### src/rtl/crc_stream_dec.sv
// Streaming CRC checker: passes beats through a single register stage while
// folding each beat into a running remainder, and tags the last beat of each
// frame with the final remainder and a pass/fail flag. Also keeps saturating
// counts of checked and failed frames.
module crc_stream_dec #(
    parameter int                DATA_W = 8,
    parameter int                CRC_W  = 9,
    parameter logic [CRC_W-1:0]  POLY   = 9'h0AF,
    parameter int                CNT_W  = 16
) (
    input  logic              clk,
    input  logic              reset,
    input  logic              s_valid,
    output logic              s_ready,
    input  logic [DATA_W-1:0] s_data,
    input  logic              s_last,
    output logic              m_valid,
    input  logic              m_ready,
    output logic [DATA_W-1:0] m_data,
    output logic              m_last,
    output logic              m_haserr,
    output logic [CRC_W-1:0]  m_syndrome,
    input  logic              clr_cnt,
    output logic [CNT_W-1:0]  frame_cnt,
    output logic [CNT_W-1:0]  err_cnt
);

    typedef enum logic {
        IDLE     = 1'b0,
        IN_FRAME = 1'b1
    } state_t;

    localparam logic [CNT_W-1:0] CNT_MAX = {CNT_W{1'b1}};

    state_t              state_q;
    logic [CRC_W-1:0]    r_q;
    logic [CRC_W-1:0]    rem_d;
    logic [CRC_W-1:0]    seed;
    logic                m_valid_q;
    logic [DATA_W-1:0]   m_data_q;
    logic                m_last_q;
    logic                m_haserr_q;
    logic [CRC_W-1:0]    m_syndrome_q;
    logic [CNT_W-1:0]    frame_cnt_q;
    logic [CNT_W-1:0]    err_cnt_q;
    logic                in_xfer;
    logic                out_xfer;

    // Fold one beat into a remainder, MSB of the beat first.
    function automatic logic [CRC_W-1:0] crc_beat(input logic [CRC_W-1:0] r_in,
                                                  input logic [DATA_W-1:0] d);
        logic [CRC_W-1:0] r;
        logic             fb;
        r = r_in;
        for (int i = DATA_W - 1; i >= 0; i--) begin
            fb = r[CRC_W-1] ^ d[i];
            r  = {r[CRC_W-2:0], 1'b0} ^ (fb ? POLY : '0);
        end
        return r;
    endfunction

    assign s_ready  = !m_valid_q | m_ready;
    assign in_xfer  = s_valid & s_ready;
    assign out_xfer = m_valid_q & m_ready;

    // Running remainder including the beat currently offered; a new frame
    // always starts from zero, whatever r_q holds.
    always_comb begin
        seed  = (state_q == IDLE) ? '0 : r_q;
        rem_d = crc_beat(seed, s_data);
    end

    // Frame FSM, remainder register and registered output stage.
    always_ff @(posedge clk or posedge reset) begin
        if (reset) begin
            state_q      <= IDLE;
            r_q          <= '0;
            m_valid_q    <= 1'b0;
            m_data_q     <= '0;
            m_last_q     <= 1'b0;
            m_haserr_q   <= 1'b0;
            m_syndrome_q <= '0;
        end else if (in_xfer) begin
            m_valid_q <= 1'b1;
            m_data_q  <= s_data;
            m_last_q  <= s_last;
            if (s_last) begin
                m_haserr_q   <= |rem_d;
                m_syndrome_q <= rem_d;
                r_q          <= '0;
                state_q      <= IDLE;
            end else begin
                m_haserr_q   <= 1'b0;
                m_syndrome_q <= '0;
                r_q          <= rem_d;
                state_q      <= IN_FRAME;
            end
        end else if (out_xfer) begin
            m_valid_q <= 1'b0;
        end
    end

    // Saturating frame/error statistics; a clear wins over a same-cycle count.
    always_ff @(posedge clk or posedge reset) begin
        if (reset) begin
            frame_cnt_q <= '0;
            err_cnt_q   <= '0;
        end else if (clr_cnt) begin
            frame_cnt_q <= '0;
            err_cnt_q   <= '0;
        end else if (in_xfer && s_last) begin
            if (frame_cnt_q != CNT_MAX) begin
                frame_cnt_q <= frame_cnt_q + CNT_W'(1);
            end
            if ((rem_d != '0) && (err_cnt_q != CNT_MAX)) begin
                err_cnt_q <= err_cnt_q + CNT_W'(1);
            end
        end
    end

    assign m_valid    = m_valid_q;
    assign m_data     = m_data_q;
    assign m_last     = m_last_q;
    assign m_haserr   = m_haserr_q;
    assign m_syndrome = m_syndrome_q;
    assign frame_cnt  = frame_cnt_q;
    assign err_cnt    = err_cnt_q;

endmodule

### config.mk
export PLATFORM = sky130hd
export DESIGN_NAME = crc_stream_dec
export DESIGN_NICKNAME = d
export VERILOG_FILES = /design/src/rtl/crc_stream_dec.sv
export SDC_FILE = /design/constraint.sdc
export NUM_CORES = 1
export LEC_CHECK = 0
export ABC_AREA = 1
export CAP_MARGIN = 20
export CORE_ASPECT_RATIO = 0.9
export CORE_MARGIN = 5
export CORE_UTILIZATION = 35
export CTS_BUF_LIST = sky130_fd_sc_hd__clkbuf_4
export DETAILED_ROUTE_END_ITERATION = 10
export GPL_ROUTABILITY_DRIVEN = 0
export GPL_TIMING_DRIVEN = 1
export PLACE_DENSITY = 0.61
export RECOVER_POWER = 50
export SLEW_MARGIN = 20
export SYNTH_ARGS = -nofsm -noshare
export SYNTH_HDL_FRONTEND = slang
export SYNTH_SLANG_ARGS = --single-unit
### constraint.sdc
create_clock -name clk -period 2.1 [get_ports clk]
set_input_delay 0.315 -clock clk [delete_from_list [all_inputs] [get_ports clk]]
set_output_delay 0.315 -clock clk [all_outputs]
set_load 0.02 [all_outputs]
Word-level counts from Yosys, hierarchy flattened
Cells that the tools add are included.
Widths: inputs -> output; s select.
Cells by class
  $add $sub $neg: 2
  multiply operators: 0
  div/mod/pow operators: 0
  magnitude comparators: 0
  equal/unequal tests: 2
  shifts and indexed selects: 0
  mux-type cells: 21
  bitwise gates (word level): 19
  reductions and logical operators: 11
Operator list (number)
  $mux 16: 6
  $xor 9x8->9: 8
  $mux 8: 8
  $add 16x1->16 const B: 2
  $ne 16x16->1 const B: 2
  $mux 9: 3
  $reduce_bool 9->1: 1
  $reduce_or 9->1: 1
  $reduce_bool 2->1: 4
  $xor 1x1->1: 8
  $mux 1: 4
  $reduce_and 2->1: 2
  $and 1x1->1: 2
  $logic_and 1x1->1: 2
  $logic_not 1->1: 1
  $or 1x1->1: 1
Word-level totals
  flip-flop bits (word level): 62
  bits in latches: 0
  RAM bits: 0
  ROM bits: 0
  bits of input ports: 14
  output and inout bits: 53
  word-level logic and storage cells: 64
  memories: 0

Depth between registers and ports, before layout
  depth after elaboration: 30
  mapped depth: 19
  gate-level depth less buffers: 17

Worst setup path after synthesis
Ideal clock, no wire load.
  path kind: reg-to-reg
  from: register err_cnt_q[0], in the netlist err_cnt[0]
  to: register err_cnt_q[10], in the netlist err_cnt[10]
  setup time: 0.119 ns
  arrival time: 2.009 ns
  required time: 1.981 ns
  slack: -0.028 ns
  stages on the path, launching flop included: 12
  buffers on the path: 1
  clock period less this slack: 2.128 ns
  cell sequence: dfrtp_1 ha_1 nand2_1 nor2_1 inv_1 nor3_1 nand4_1 nor2_1 nand2_1 clkbuf_1 nand4_1 nand2_1
On the way
  cells in the longest elaborated chain, start to end: 4
  elaborated cells between the ends (all ways): 8
  classes of those cells: add/sub (1); eq/ne (1); mux (3); reduce/logical (3)
RTL lines
  from (decl): RTL line 45  | logic [CNT_W-1:0] err_cnt_q;
  from (signal assigned): RTL line 116  | err_cnt_q <= err_cnt_q + CNT_W'(1);
  $add 16x1->16 or $ne 16x16->1 (tied branches): RTL line 116, 115
  $mux 16 or $logic_and 1x1->1 (tied branches): RTL line 115  | if ((rem_d != '0) && (err_cnt_q != CNT_MAX)) begin
  $mux 16 or $reduce_bool 2->1 (tied branches)
  $mux 16 or $reduce_and 2->1 (tied branches)
Several ways; a longest one is shown, not always the timed one. The select of a mux whose other input is x is not followed.
A chain may end at the register's enable or synchronous reset.

Worst setup path in the final report
  from: register state_q
  to: register m_haserr_q, in the netlist m_haserr
On the way
  cells in the longest elaborated chain, start to end: 19
  elaborated cells between the ends (all ways): 27
  classes of those cells: mux (10); bitwise (16); reduce/logical (1)
RTL lines
  from (decl): RTL line 35  | state_t state_q;
  from (signal assigned): RTL line 76  | state_q <= IDLE;
  from (signal assigned): RTL line 91  | state_q <= IDLE;
  from (signal assigned): RTL line 96  | state_q <= IN_FRAME;
  $mux 9 *: RTL line 69  | seed = (state_q == IDLE) ? '0 : r_q;
  $xor 9x8->9 *: RTL line 57  | r = {r[CRC_W-2:0], 1'b0} ^ (fb ? POLY : '0);
  $xor 1x1->1 or $mux 8 (tied branches): RTL line 56, 57
  $mux 8 or $xor 9x8->9 (tied branches): RTL line 57
  $xor 9x8->9 * (2 in series): RTL line 57
  $xor 1x1->1 or $mux 8 (tied branches): RTL line 56, 57
  $mux 8 or $xor 9x8->9 (tied branches): RTL line 57
  $xor 9x8->9 * (2 in series): RTL line 57
  $xor 1x1->1 or $mux 8 (tied branches): RTL line 56, 57
  $mux 8 or $xor 9x8->9 (tied branches): RTL line 57
  $xor 9x8->9 * (2 in series): RTL line 57
  $xor 1x1->1 or $mux 8 (tied branches): RTL line 56, 57
  $mux 8 or $xor 9x8->9 (tied branches): RTL line 57
  $xor 9x8->9 *: RTL line 57
  $reduce_or 9->1 *: RTL line 88  | m_haserr_q <= |rem_d;
  $mux 1 *: RTL line 87  | if (s_last) begin
  to (signal assigned): RTL line 88
  to (decl): RTL line 42  | logic m_haserr_q;
Mark *: on every way between the ends. The rest lies on a longest branch, timed or not.

==> run summary <==
• **outcome** finished, violations left
• **failing checks** max-capacitance violations, max-slew violations, negative setup slack
• **row count** 35
• **worst hold-check path type** reg -> reg
• **combinational family with the most area after synthesis** simple AND/OR/NAND/NOR gates
• **wl on met1** 4920 um
• **share of the synthesized area in compound gates (AO/OA/AOI/OAI)** 8.42%
• **data arrival time of the critical path** 2.59 ns
• **endpoints failing setup** 18
• **Distinct cells, synth** 36
• **core footprint** 10300 um^2
• **warnings from Yosys** 0
• **Critical Path RT** 2.40 ns
• **Buffers on Ports** 66
• **via count of the first global-routing pass** 3545
• **Synth Area in Simple Gates** 37.1%
• **slack of the worst reg-to-reg path** -0.19 ns
• **Crit Path Max Fanout** 6
• **CTS H-tree depth** 3
• **uppermost metal layer occupied by signal nets** met4
• **largest net degree at the start of global routing** 63
• **clock network latency to the later pin of the worst-skew pair** 0.42 ns
• **setup repair after global routing missed its margin** yes
• **proportion of synthesized flip-flops having asynchronous set or reset** 100%
• **area grow syn2layout** 46.1%
• **post-synthesis area per instance** 7.36 um^2
• **wire length of the first global-routing pass** 17200 um
• **endpoint of the most critical register-to-register path** m_haserr
• **Fin Hold WS** 0.489 ns
• **detailed-route wire length** 10500 um
• **Cell Pwr Density** 707 nW/um^2
• **Met3 Wirelength** 613 um
• **DP Worst Slack** -0.455 ns
• **cell count after synthesis** 501
• **DIE AREA** 12700 um^2
• **DRC Markers** 0
• **wire length per cell** 13.8 um
• **peak supply drop** 0.379 mV
• **number of register bits inferred by synthesis** 62
• **overall global routing resource usage** 16.4%
• **nets in the synthesized netlist** 518
• **startpoint kind of the worst setup timing path** register
• **met2 wire len** 4810 um
• **top_reg_cell synth** sky130_fd_sc_hd__dfrtp_1
• **multiplexer fraction of the synthesized cell area** 0%
• **Max clock buf depth** 2
• **starting density of the core** 35.8%
• **Crit Reg-Reg Startpoint** state_q
• **y dimension of the die** 107 um
• **post-route ant nets** 0
• **HPWL reported at the end of detailed placement** 7050 um
• **number of detailed-route iterations in the first pass** 5
• **most frequent cells in the layout** 124 x sky130_fd_sc_hd__nand2_1, 66 x sky130_fd_sc_hd__clkdlybuf4s50_1, 60 x sky130_fd_sc_hd__dfrtp_1
• **clock root cell** sky130_fd_sc_hd__clkbuf_4
• **transition time at the pin with the least slew margin** 1.57 ns
• **antenna diode instance count** 0
• **clock tree skew after final layout** 0.0185 ns
• **Max-cap violations** 1
• **share of the clock period used by the worst path** 109%
• **number of I/O pins** 67
• **nets@finish** 647
• **initial antenna violation count** 0
• **final cell count without fillers** 764
• **logic depth of the worst register-to-register path** 14
• **highest achievable clock rate** 437 MHz
• **fraction of layout instances using a drive strength above 1** 27.9%
• **arithmetic-cell share of the synthesized area counting full adders, half adders and majority gates** 1.02%
• **most frequent standard cell in the layout excluding fill and tap cells** sky130_fd_sc_hd__nand2_1
• **number of synthesized flops with an enable pin** 0
• **Die Span X** 118 um
• **total grt overflow** 0
• **crit path setup slack, layout** -0.186 ns
• **DR vias/cell** 4.94
• **Placed Instances** 730
• **sink count of the clock tree** 62
• **Hold Fails Final Rpt** 0
• **count of cells along the worst hold path** 1
• **Syn Std Cell Area** 3690 um^2
• **cts-stage hold buffer count** 0
• **leakage** 0.00262 uW
• **Hold Path Sink** m_haserr
• **CTS tree** done
• **type of the worst setup path** reg -> reg
• **max-slew violations** 63
• **total clock buffers created by CTS** 9
• **drt initial violations** 326
• **Critical Path End Type** register
• **vias post-DR** 3774
• **xor and xnor fraction of the mapped netlist area** 2.14%
• **CTS clock-pin slew for the worst setup and hold paths** 0.12 ns
• **Tmin final** 2.29 ns
• **slew margin rel.** -4.56%
• **worst hold path startpoint** m_haserr
• **sequential share of the synthesized area** 42.1%
-- through the flow --
step                      util [%]  area (um^2)  total power [uW]  setup TNS (ns)
final                         52.3         5390              3810           -2.59
after global routing          52.3         5390              4040           -5.61
after CTS                     49.3         5080              3610           -1.54
after detailed placement      46.6         4790              2560           -7.67
after global placement        46.6         4790              2540           -5.80
after floorplan                  -         3690              2070               0
-- worst max-delay path: stages (launching register included) --
cell and delay [ns]:
sky130_fd_sc_hd__dfrtp_1 0.45, sky130_fd_sc_hd__buf_6 0.13, sky130_fd_sc_hd__nand2_2 0.05, sky130_fd_sc_hd__nand2_2 0.07, sky130_fd_sc_hd__nand2_4 0.07, sky130_fd_sc_hd__buf_4 0.14
sky130_fd_sc_hd__buf_6 0.11, sky130_fd_sc_hd__xor2_2 0.15, sky130_fd_sc_hd__nand3b_1 0.19, sky130_fd_sc_hd__nand2_1 0.10, sky130_fd_sc_hd__nand2_2 0.08, sky130_fd_sc_hd__nand3_4 0.10
sky130_fd_sc_hd__nand3_4 0.18, sky130_fd_sc_hd__buf_6 0.19, sky130_fd_sc_hd__a21o_1 0.14
-- flip-flops by register name, summed over array words and instances, names as in the netlist --
signal	flops
state_q	1
m_last	1
r_q	9
m_syndrome	9
err_cnt	16
frame_cnt	16
m_haserr	1
m_valid	1
m_data	8
-- how the worst max path moves through the flow --
stage | start | end | cells past startpoint
after floorplan | state_q | err_cnt[0] | 16
after global placement | s_data[7] | m_haserr | 17
after detailed placement | s_data[7] | err_cnt[14] | 18
after CTS | state_q | err_cnt[14] | 18
after global routing | state_q | err_cnt[2] | 17
final | state_q | m_haserr | 14
-- routing by layer --
metal	up-vias	track usage [%]
met2	110	25.9
met5	-	0
met1	1757	22.1
met4	0	4.34
met3	20	4.68
li1	1887	-
-- final cells by class --
type	instances	area [um^2]
clock buffer	10	75.1
clock inverter	6	76.3
fill	940	4900
inverter	67	254
multi-input combinational	359	2090
sequential	62	1550
tap	129	161
timing repair buffer	131	1170
-- power breakdown --
group	leakage, uW	switching (uW)	internal (uW)
registers	0.000822	88.1	1320
logic	0.00171	810	639
clock network	0.0000829	472	483
total	0.00262	1370	2440
-- timing repair --
| action | in CTS | in global routing |
|---|---|---|
| resized for setup | 19 | 68 |
| pin swaps | 13 | 47 |
| buffers inserted | 7 | 9 |
| setup endpoints to repair | 17 | 29 |
| gates cloned | 1 | 1 |
-- synthesized netlist by cell type (all sizes together) (6+ instances only) --
master / n / area share (%)
a21oi: 11 / 1.5
buf: 6 / 1.7
clkbuf: 8 / 0.81
dfrtp: 62 / 42
inv: 66 / 6.7
nand2: 174 / 19
nand3: 52 / 9.0
nand4: 22 / 3.7
nor2: 28 / 3.1
nor3: 7 / 0.95
o21ai: 36 / 4.9
xor2: 8 / 1.9
-- cells by family after synthesis --
group	count (synthesis)
simple gates	291
buf+inv	81
flops	62
compound gates	55
xor+xnor	9
fa+ha+maj	3
No activity file was read; power rests on OpenSTA's default activity.
